$ cat config.mk
export PLATFORM = sky130hd
export DESIGN_NAME = reg_bus_arbiter_flat
export DESIGN_NICKNAME = d
export VERILOG_FILES = /design/src/rtl/reg_bus_arbiter_pkg.sv /design/src/rtl/reg_bus_arbiter_if.sv /design/src/rtl/reg_bus_arbiter_rr_picker.sv /design/src/rtl/reg_bus_arbiter.sv /design/src/flat_wrapper.sv
export SDC_FILE = /design/constraint.sdc
export NUM_CORES = 1
export LEC_CHECK = 0
export CORE_ASPECT_RATIO = 1.25
export CORE_MARGIN = 3
export CORE_UTILIZATION = 42
export DETAILED_ROUTE_END_ITERATION = 16
export PLACE_DENSITY = 0.85
export SLEW_MARGIN = 20
export SYNTH_ARGS = -nofsm -noshare
export SYNTH_HDL_FRONTEND = slang
export SYNTH_SLANG_ARGS = --single-unit
$ cat constraint.sdc
create_clock -name clk -period 1.6 [get_ports clk]
set_input_delay 0.24 -clock clk [delete_from_list [all_inputs] [get_ports clk]]
set_output_delay 0.24 -clock clk [all_outputs]
set_load 0.01 [all_outputs]
$ cat src/rtl/reg_bus_arbiter_pkg.sv
// Shared definitions for the register-bus arbiter: FSM state encoding,
// default bus widths and the round-robin pointer helper.
package reg_bus_arbiter_pkg;

    // Arbiter phases: waiting for a request, transaction on the bus, one
    // enforced low cycle before the next arbitration.
    typedef enum logic [1:0] {
        IDLE = 2'd0,
        BUSY = 2'd1,
        GAP  = 2'd2
    } state_t;

    localparam int BUS_ADDR_W = 4;
    localparam int BUS_DATA_W = 4;
    localparam int CNT_W      = 8;

    // Next round-robin start position after requester idx has been served.
    function automatic int wrap_next(input int idx, input int n);
        if (idx + 1 >= n) begin
            return 0;
        end
        return idx + 1;
    endfunction

endpackage

$ cat src/rtl/reg_bus_arbiter_if.sv
// Register bus seen by the slaves: address/data/valid strobe out, OR-ed
// ack and read data back. The arbiter is the master of this bus.
interface reg_bus_arbiter_if
    import reg_bus_arbiter_pkg::*;
#(
    parameter int ADDR_W = BUS_ADDR_W,
    parameter int DATA_W = BUS_DATA_W
);
    logic [ADDR_W-1:0] address;
    logic [DATA_W-1:0] data;
    logic              valid;
    logic              ack;
    logic [DATA_W-1:0] data_out;
    logic              data_out_valid;

    modport master (
        output address,
        output data,
        output valid,
        input  ack,
        input  data_out,
        input  data_out_valid
    );

    modport slave (
        input  address,
        input  data,
        input  valid,
        output ack,
        output data_out,
        output data_out_valid
    );
endinterface

$ cat src/rtl/reg_bus_arbiter_rr_picker.sv
// Combinational round-robin picker: returns the first set request at or
// after the pointer, wrapping around to the lower indices.
module rr_picker #(
    parameter int N_REQ = 2,
    parameter int IDX_W = 1
) (
    input  logic [N_REQ-1:0] req,
    input  logic [IDX_W-1:0] ptr,
    output logic [N_REQ-1:0] pick,
    output logic [IDX_W-1:0] idx,
    output logic             any
);

    // Two passes over the requesters: first those at or above the pointer,
    // then the ones below it, so the search wraps without modular arithmetic.
    always_comb begin
        pick = '0;
        idx  = '0;
        any  = 1'b0;
        for (int j = 0; j < N_REQ; j++) begin
            if (!any && req[j] && (j >= int'(ptr))) begin
                any     = 1'b1;
                pick[j] = 1'b1;
                idx     = IDX_W'(j);
            end
        end
        for (int j = 0; j < N_REQ; j++) begin
            if (!any && req[j] && (j < int'(ptr))) begin
                any     = 1'b1;
                pick[j] = 1'b1;
                idx     = IDX_W'(j);
            end
        end
    end

endmodule

$ cat src/rtl/reg_bus_arbiter.sv
// Shares the register bus between N_REQ requesters. One transaction at a
// time is granted round-robin; valid is held until the slaves ack or the
// timeout expires, and the completion, read data and error are returned
// to the requester that owned the bus.
module reg_bus_arbiter
    import reg_bus_arbiter_pkg::*;
#(
    parameter int N_REQ   = 2,
    parameter int ADDR_W  = BUS_ADDR_W,
    parameter int DATA_W  = BUS_DATA_W,
    parameter int TIMEOUT = 255
) (
    input  logic                     clk,
    input  logic                     rst,
    input  logic [N_REQ-1:0]         req,
    input  logic [N_REQ*ADDR_W-1:0]  req_addr,
    input  logic [N_REQ*DATA_W-1:0]  req_data,
    output logic [N_REQ-1:0]         gnt,
    output logic [N_REQ-1:0]         done,
    output logic [DATA_W-1:0]        rd_data,
    output logic                     rd_valid,
    output logic                     timeout_err,
    reg_bus_arbiter_if.master        bus
);

    localparam int              IDX_W    = (N_REQ > 1) ? $clog2(N_REQ) : 1;
    localparam logic [CNT_W-1:0] CNT_LAST = CNT_W'(TIMEOUT - 1);

    state_t             state;
    logic [IDX_W-1:0]   ptr;
    logic [IDX_W-1:0]   cur_idx;
    logic [CNT_W-1:0]   cnt;
    logic [ADDR_W-1:0]  address_q;
    logic [DATA_W-1:0]  data_q;
    logic               valid_q;
    logic [DATA_W-1:0]  shadow;
    logic               rd_flag;

    logic [N_REQ-1:0]   pick_onehot;
    logic [IDX_W-1:0]   pick_idx;
    logic               pick_any;
    logic               finish_now;

    logic [ADDR_W-1:0]  addr_slice [N_REQ];
    logic [DATA_W-1:0]  data_slice [N_REQ];

    assign bus.address = address_q;
    assign bus.data    = data_q;
    assign bus.valid   = valid_q;

    // An ack wins over a coincident timeout; either one ends the transaction.
    assign finish_now = bus.ack || (cnt == CNT_LAST);

    // Split the flattened requester buses into per-requester slices.
    always_comb begin
        for (int i = 0; i < N_REQ; i++) begin
            addr_slice[i] = req_addr[i*ADDR_W +: ADDR_W];
            data_slice[i] = req_data[i*DATA_W +: DATA_W];
        end
    end

    rr_picker #(
        .N_REQ (N_REQ),
        .IDX_W (IDX_W)
    ) u_picker (
        .req  (req),
        .ptr  (ptr),
        .pick (pick_onehot),
        .idx  (pick_idx),
        .any  (pick_any)
    );

    // Arbitration FSM with all bus and completion outputs registered.
    always_ff @(posedge clk) begin
        if (!rst) begin
            state       <= IDLE;
            ptr         <= '0;
            cur_idx     <= '0;
            cnt         <= '0;
            address_q   <= '0;
            data_q      <= '0;
            valid_q     <= 1'b0;
            shadow      <= '0;
            rd_flag     <= 1'b0;
            gnt         <= '0;
            done        <= '0;
            rd_data     <= '0;
            rd_valid    <= 1'b0;
            timeout_err <= 1'b0;
        end else begin
            done        <= '0;
            rd_valid    <= 1'b0;
            timeout_err <= 1'b0;
            case (state)
                IDLE: begin
                    if (pick_any) begin
                        gnt       <= pick_onehot;
                        cur_idx   <= pick_idx;
                        address_q <= addr_slice[pick_idx];
                        data_q    <= data_slice[pick_idx];
                        valid_q   <= 1'b1;
                        cnt       <= '0;
                        state     <= BUSY;
                    end
                end
                BUSY: begin
                    if (bus.data_out_valid) begin
                        shadow  <= bus.data_out;
                        rd_flag <= 1'b1;
                    end
                    if (finish_now) begin
                        valid_q     <= 1'b0;
                        gnt         <= '0;
                        done        <= gnt;
                        rd_valid    <= rd_flag | bus.data_out_valid;
                        rd_data     <= bus.data_out_valid ? bus.data_out : shadow;
                        timeout_err <= !bus.ack;
                        ptr         <= IDX_W'(wrap_next(int'(cur_idx), N_REQ));
                        state       <= GAP;
                    end else begin
                        cnt <= cnt + CNT_W'(1);
                    end
                end
                GAP: begin
                    rd_flag <= 1'b0;
                    state   <= IDLE;
                end
                default: begin
                    state <= IDLE;
                end
            endcase
        end
    end

endmodule

$ cat src/flat_wrapper.sv
// flat-port wrapper written by rule: the top's interface ports become plain ports
module reg_bus_arbiter_flat import reg_bus_arbiter_pkg::*;
#(
    parameter int N_REQ   = 2,
    parameter int ADDR_W  = BUS_ADDR_W,
    parameter int DATA_W  = BUS_DATA_W,
    parameter int TIMEOUT = 255
)
  (clk, rst, req, req_addr, req_data, gnt, done, rd_data, rd_valid, timeout_err, bus_address, bus_data, bus_valid, bus_ack, bus_data_out, bus_data_out_valid);
  reg_bus_arbiter_if #(.ADDR_W(ADDR_W), .DATA_W(DATA_W)) bus_i ();
  input  logic clk;
  input  logic rst;
  input  logic [N_REQ-1:0] req;
  input  logic [N_REQ*ADDR_W-1:0] req_addr;
  input  logic [N_REQ*DATA_W-1:0] req_data;
  output logic [N_REQ-1:0] gnt;
  output logic [N_REQ-1:0] done;
  output logic [DATA_W-1:0] rd_data;
  output logic rd_valid;
  output logic timeout_err;
  output wire logic [$bits(bus_i.address)-1:0] bus_address;
  output wire logic [$bits(bus_i.data)-1:0] bus_data;
  output wire logic [$bits(bus_i.valid)-1:0] bus_valid;
  input wire logic [$bits(bus_i.ack)-1:0] bus_ack;
  input wire logic [$bits(bus_i.data_out)-1:0] bus_data_out;
  input wire logic [$bits(bus_i.data_out_valid)-1:0] bus_data_out_valid;
  assign bus_address = bus_i.address;
  assign bus_data = bus_i.data;
  assign bus_valid = bus_i.valid;
  assign bus_i.ack = bus_ack;
  assign bus_i.data_out = bus_data_out;
  assign bus_i.data_out_valid = bus_data_out_valid;
  reg_bus_arbiter #(.N_REQ(N_REQ), .ADDR_W(ADDR_W), .DATA_W(DATA_W), .TIMEOUT(TIMEOUT)) u_core (.clk(clk), .rst(rst), .req(req), .req_addr(req_addr), .req_data(req_data), .gnt(gnt), .done(done), .rd_data(rd_data), .rd_valid(rd_valid), .timeout_err(timeout_err), .bus(bus_i));
endmodule
; Word level (Yosys, flattened, before mapping)
; Cells that the tools add are included.
[word_totals]
wordCells = 79
register_bits = 36
inputBits = 26
[op_classes]
eq_ne = 7
magnitude_cmp = 4
n_bitwise = 2
mux = 32
n_reduce_logical = 18
addsub = 2
[ops]
columns = operator, n
row1 = $mux W4, 7
row2 = $mux W8, 2
row3 = $pmux W8 S2, 1
row4 = $mux W1, 14
row5 = $reduce_and A3 Y1, 3
row6 = $add A8 B1 Y8 const B, 1
row7 = $eq A8 B8 Y1 const B, 1
row8 = $mux W2, 4
row9 = $pmux W2 S2, 2
row10 = $reduce_and A2 Y1, 4
row11 = $ge A2 B2 Y1 const B, 2
row12 = $logic_and A1 B1 Y1, 4
row13 = $ne A2 B1 Y1 const B, 2
row14 = $ne A2 B2 Y1 const B, 2
row15 = $pmux W1 S2, 2
row16 = $reduce_bool A2 Y1, 2
row17 = $logic_not A1 Y1, 3
row18 = $add A1 B1 Y2 const B, 1
row19 = $eq A2 B1 Y1 const B, 1
row20 = $eq A2 B2 Y1 const B, 1
row21 = $logic_not A2 Y1, 1
row22 = $not A1 Y2, 1
row23 = $ge A1 B1 Y1 const A, 1
row24 = $logic_or A1 B1 Y1, 1
row25 = 2 further kinds, 2

; Longest topological paths before layout
; Gate-level depths: netlist (run 1).
[logic_depth]
ltp_word = 14
ltp_mapped = 8

; Cells and area by module
; A second synthesis (run 1) with hierarchy kept.
[hier_totals]
cells_unflattened = 177
hier_area_um2 = 1677.9
[modules_own_cells]
columns = module, area_per_inst_um2, seq_area_each_um2, cells_per_inst, n_inst
row1 = reg_bus_arbiter, 1645.3, 720.7, 172, 1
row2 = rr_picker, 32.5, 0.0, 5, 1

; Worst setup path before layout (run 1)
; OpenSTA, ideal clock, no wires.
[synth_path]
path_type = reg-to-reg
startpoint = register u_core.state[0]
endpoint = register u_core.cnt[4]
t_arrival_ns = 1.418
required_time_ns = 1.482
path_stages_with_launch = 6
setup_slack_ns = 0.065
path_cell_list = dfxtp_1 nor3_1 or2_1 buf_6 or4_1 o2111a_1
[synth_via]
elab_chain_cells = 3
elab_cells_between_ends = 7
[synth_lines]
columns = element, line_no
row1 = "start, declared", reg_bus_arbiter.sv:29  ; state_t state;
row2 = "start signal, assigned", reg_bus_arbiter.sv:76  ; state <= IDLE;
row3 = "start signal, assigned", reg_bus_arbiter.sv:103  ; state <= BUSY;
row4 = "start signal, assigned", reg_bus_arbiter.sv:119  ; state <= GAP;
row5 = $eq A2 B1 Y1 / $logic_not A2 Y1 (equally long branches), -
row6 = "$ne A2 B2 Y1 (no source line), or another cell as far along", -
row7 = $reduce_and A3 Y1 (no source line), -
row8 = "end signal, assigned", reg_bus_arbiter.sv:121  ; cnt <= cnt + CNT_W'(1);
row9 = "end, declared", reg_bus_arbiter.sv:32  ; logic [CNT_W-1:0] cnt;
; Parallel ways exist; a longest one is shown, timed or not.
; A chain may end at the register's enable or synchronous reset.

; Final worst setup path (run 1)
[layout_path]
startpoint = register u_core.cnt[0]
endpoint = register u_core.cnt[4]
[layout_via]
elab_chain_cells = 4
elab_cells_between_ends = 7
[layout_lines]
columns = element
row1 = "parallel branches: the longest is 4 deep, another holds $add A8 B1 Y8"
; Parallel ways; which one is timed is not known. The select of a mux whose other input is x is not followed.

==> metrics.txt, run 1 <==
I/O Buffers=44; area grow syn2layout=56.8%; Critical Path RT=between 1500 and 2000 ps; Initial Utilization=0.448; DR WL/cell=between 15 and 20 um; multiplexer area fraction after synthesis=0.0751; global route overflow=0; DRT antenna net count=0; clk sinks=36; Post-Syn Nets=208; CTS Buf Count=5; Starting DRT DRC Count=106; fin. max-slew vios=0; worst stage delay on the critical path=490 ps; Compound-Gate Fraction of Synth Area=0.224; Placement Rows=24; Tot Pwr=2.43 mW; die width=about 61 um; sequential area share after synthesis=0.450; design area=2510 sq um; CP Cell Sequence=inv_2 -> ha_2 -> nand3_2 -> buf_6 -> o21ai_0 -> or4_1 -> o2111a_1; Gate Count Post-Synth=180; Post-Synth XOR/XNOR Area=0; maximum operating frequency=633 MHz; Worst Max-Slew Pin Slew=349 ps; largest family of logic cells by synthesized area=compound AO/OA/AOI/OAI gates; Worst Path Buf+Inv=2; Cell variety after synth=40; CP endpoint kind=flip-flop; leakage dissipation=1.01 nW; First-pass DRT Iterations=4; gpl congestion=0.848; Hold Fails Final Rpt=0; max_slew headroom=0.767; worst clock skew=4.28 ps; unrepaired setup endpoints after global routing=true; fin cells=around 300; chip height=75.0 um; ratio of cells with drive above 1 in the final layout=0.227; All-Layer GR Usage=0.205; Post-synth EDFFs=0; CTS root buffer=clkbuf_8; first-pass GRT wire length=about 7000 um; status=completed; Synth Flop Type=dfxtp_1; I/O pins=45; Adder-Cell Fraction of Synth Area=0.0156; Placed Area=between 2000 and 2500 sq um; Worst EP arrival=between 1500 and 2000 ps; Yosys reg bits=36; Clock transition at path regs=approximately 70 ps; Async S/R FF share, synth=0; Clock Latency Late Sink=290 ps; Final min period=1580 ps; Crit path max-delay family=simple AND/OR/NAND/NOR gates; Final setup violation count=0; PwrDens=967 nW/um^2; critical path fanouts, max=4; HPWL after DPL=between 3000 and 4000 um; largest net degree at the start of global routing=18; nets=283; Post-Place Cells=284; Slowest-stage cell, CP=or4_1; WS Path Type=flip-flop to flip-flop; antenna violations before repair=0; worst min-delay path class=flip-flop to flip-flop; DR DRC count=0; Placeable Area=about 3600 sq um; Post-Syn Area=about 1600 sq um; vias per cell=5.64; Longest Clk Path Bufs=2; routed vias=1664; vias in the first global route=1589; Startpoint Class=flip-flop; Max Cap Viol=0; syn avg cell area=8.89 sq um; final worst path period share=0.987; CTS tree=done; synth warn=0; H-tree depth=2; Routed WL=4530 um; Peak VDD IR=0.705 mV; ant diodes=0; Die Area=4590 sq um; post-synthesis simple-gate area fraction=0.192
## kinds of logic (layout without fill, tap and decap cells)
family          Yosys count  in the layout
buf+inv                  15             91
compound gates           54             54
fa+ha+maj                 2              2
simple gates             61             61
mux                      12             12
flops                    36             36
## timing repair
item / 4_1_cts / 5_1_grt
hold endpoints to repair: 0 / 0
buffers inserted: 2 / 1
hold buffers: 0 / 0
resized for setup: 6 / 12
pin swaps: 1 / 4
endpoints found under the setup margin: 14 / 12
## cells in the mapped netlist (2+ instances only)
cell / count / area share
o21ai_0: 8 / 0.025
inv_1: 5 / 0.012
nand4b_1: 3 / 0.016
and3_1: 2 / 0.0078
nand3_1: 10 / 0.031
nand2_1: 11 / 0.026
dfxtp_1: 36 / 0.45
nand2b_1: 3 / 0.012
nand4_1: 2 / 0.0078
a21oi_1: 15 / 0.047
mux2i_1: 12 / 0.075
ha_1: 2 / 0.016
nor3_1: 3 / 0.0094
or4_1: 2 / 0.0094
nor2_1: 18 / 0.042
a211oi_1: 19 / 0.089
clkbuf_1: 5 / 0.012
and2_1: 2 / 0.0078
## layout by cell type (no fill, tap or decap), drive strengths merged, types with 7 or more instances in the layout
cell type | Yosys | routed
clkdlybuf4s50 | 0 | 44
dfxtp | 36 | 36
buf | 4 | 33
a211oi | 19 | 19
nor2 | 18 | 18
a21oi | 15 | 15
mux2i | 12 | 12
nand2 | 11 | 11
o21ai | 10 | 10
nand3 | 10 | 10
clkbuf | 5 | 7
## worst register-to-register path, cell delays in order (launching register included)
cell	delay, ps
dfxtp_2	340
inv_2	30
ha_2	170
nand3_2	90
buf_6	110
o21ai_0	80
or4_1	490
o2111a_1	160
## per-stage QoR
step / util / TNS, ps / setup WS, ps / hold WS (ps)
after floorplan: - / 0 / 64.8 / 312
after global placement: 0.642 / -990 / -153 / 421
after detailed placement: 0.642 / -1850 / -239 / 432
after CTS: 0.688 / 0 / 12.0 / 443
after global routing: 0.702 / -280 / -61.3 / 476
final: 0.702 / 0 / 21.1 / 441
## state kept, by name (all words and copies together), names as in the netlist, 2 cells and up
| register | flops |
|---|---|
| u_core.bus.address | 4 |
| u_core.rd_data | 4 |
| u_core.gnt | 2 |
| u_core.done | 2 |
| u_core.state | 2 |
| u_core.bus.data | 4 |
| u_core.shadow | 4 |
| u_core.cnt | 8 |
## path summary, 6_finish.rpt
kind | end | startpoint | slack (ps) | cells after the start
hold reg to reg | u_core.ptr | u_core.cur_idx | 440 | 1
hold / removal | u_core.ptr | u_core.cur_idx | 440 | 1
setup reg to reg | u_core.cnt[4] | u_core.cnt[0] | 20 | 7
setup / recovery | u_core.cnt[4] | u_core.cnt[0] | 20 | 7
## routing by layer
layer	vias to the layer above	GRT usage	wire, um
met1	784	0.235	1790
li1	814	-	-
met5	-	0	0
met3	10	0.0395	263
met2	56	0.359	2390
met4	0	0.0988	89
## layout make-up
type | instances | area (sq um)
Sequential cell | 36 | 722
Tap cell | 39 | 48.8
Multi-Input combinational cell | 129 | 870
Fill cell | 268 | 1060
Inverter | 6 | 22.5
Clock buffer | 7 | 96.3
Clock inverter | 1 | 30.0
Timing Repair Buffer | 77 | 721
## power by group
| part | internal (mW) | total, mW | switching (mW) | leakage (nW) |
|---|---|---|---|---|
| clock network | 0.550 | 0.868 | 0.318 | 0.0645 |
| logic | 0.298 | 0.557 | 0.259 | 0.649 |
| registers | 0.963 | 1.00 | 0.0381 | 0.295 |
| total | 1.81 | 2.43 | 0.616 | 1.01 |
Note: power is estimated with default switching activity, not from simulation.
==> run 2, diff against run 1 <==
--- a/config.mk
+++ b/config.mk
@@ -10,6 +10,7 @@
 export CORE_UTILIZATION = 42
 export DETAILED_ROUTE_END_ITERATION = 16
 export PLACE_DENSITY = 0.85
+export SKIP_CTS_REPAIR_TIMING = 1
 export SLEW_MARGIN = 20
 export SYNTH_ARGS = -nofsm -noshare
 export SYNTH_HDL_FRONTEND = slang
==> metrics.txt, run 2 (synthesis results as in run 1) <==
routed vias=1641; leading cell type in the layout, fill and taps excluded=clkdlybuf4s50_1; CP endpoint kind=flip-flop; Clk pwr share=0.359; Max Cap Viol=0; first-pass GRT wire length=6730 um; final worst path period share=1.05; max_slew headroom=0.674; CTS Buf Count=5; share of power burned in registers=0.412; Clock transition at path regs=70 ps; global route overflow=0; CTS root buffer=clkbuf_8; I/O Buffers=44; Starting DRT DRC Count=82; H-tree depth=2; Final setup violation count=5; Clock Latency Late Sink=between 200 and 300 ps; Hold Fails Final Rpt=0; fin util=0.703; die width=61.2 um; Startpoint Class=flip-flop; status=complete, but fails checks; chip height=75.0 um; leakage dissipation=a little over 1 nW; First-pass DRT Iterations=4; max reg flops=8; failing checks=negative setup slack; All-Layer GR Usage=0.196; Placeable Area=about 3600 sq um; P_sw=0.620 mW; Placed Area=2290 sq um; footprint of the multi-input gates=around 900 sq um; maximum operating frequency=596 MHz; vias in the first global route=1546; WS Path Type=flip-flop to flip-flop; most frequent cells in the layout=44 x clkdlybuf4s50_1, 34 x dfxtp_1, 31 x buf_4, 17 x nor2_1, 15 x a211oi_1; Critical Path RT=1780 ps; Initial Utilization=0.448; fin. max-slew vios=0; nets=283; switch share=0.255; DRT antenna net count=0; Placement Rows=24; Routed WL=4310 um; Int Pwr=1.81 mW; Peak VDD IR=0.707 mV; gpl congestion=0.848; Die Area=4590 sq um; CTS tree=done; HPWL after DPL=3070 um; critical path fanouts, max=6; antenna violations before repair=0; design area=between 2000 and 3000 sq um; area grow syn2layout=57.0%; ant diodes=0; Worst EP arrival=1860 ps; largest net degree at the start of global routing=18; Gate power share=0.229; min setup slack post-route=-79.0 ps; DR DRC count=0; Final min period=around 1700 ps; hold slack=about 440 ps; worst min-delay path class=flip-flop to flip-flop; Worst Max-Slew Pin Slew=487 ps; worst clock skew=4.99 ps; vias per cell=5.56; setup tns final=-224 ps; Biggest register=u_core.cnt; I/O pins=45; clk sinks=36; final-layout fill cell count=266; Storage cell area=723 sq um; Longest Clk Path Bufs=2; ratio of cells with drive above 1 in the final layout=0.238; PwrDens=968 nW/um^2; unrepaired setup endpoints after global routing=true; DR WL/cell=approximately 15 um
run 2: per-stage QoR:
stage | power [mW] | std cells | worst slack [ps]
6_report | 2.43 | 295 | -79.0
5_1_grt | 2.53 | 295 | -152
4_1_cts | 2.40 | 292 | -187
3_5_place_dp | 1.54 | 284 | -239
3_3_place_gp | 1.52 | 284 | -153
2_1_floorplan | 1.25 | 180 | 64.8
run 2: power by group through the flow:
stage / combinational (mW) / sequential, mW / clock, mW
finish: 0.557 / 1.00 / 0.873
global route: 0.607 / 1.01 / 0.917
CTS: 0.521 / 0.999 / 0.884
detailed placement: 0.517 / 1.02 / 0
global placement: 0.505 / 1.02 / 0
floorplan: 0.213 / 1.04 / 0
run 2: path summary, 6_finish.rpt:
check / slack, ps / from / endpoint / cells past startpoint
worst min-delay path: 440 / u_core.cur_idx / u_core.ptr / 1
worst max register to register: -80 / u_core.cnt[0] / u_core.cnt[4] / 7
worst max-delay path: -80 / u_core.cnt[0] / u_core.cnt[4] / 7
worst min register to register: 440 / u_core.cur_idx / u_core.ptr / 1
run 2: critical path: stages (launching register included):
cell and delay, ps:
dfxtp_2 330, inv_2 60, ha_4 120, nand3_2 90, o211ai_1 450, buf_4 220, a211oi_2 60, o2111a_1 250
run 2: metal layers:
metal / GRT usage / part of all wire / vias to the layer above
met5: 0 / 0 / -
met4: 0.0964 / 0.022 / 0
met3: 0.0429 / 0.057 / 10
met2: 0.335 / 0.52 / 48
met1: 0.228 / 0.40 / 767
li1: - / - / 816
run 2: final cells by class:
cell class | count | area share
Timing Repair Buffer | 77 | 0.284
Sequential cell | 36 | 0.288
Clock inverter | 1 | 0.0120
Inverter | 6 | 0.00896
Multi-Input combinational cell | 129 | 0.350
Clock buffer | 7 | 0.0383
Tap cell | 39 | 0.0194
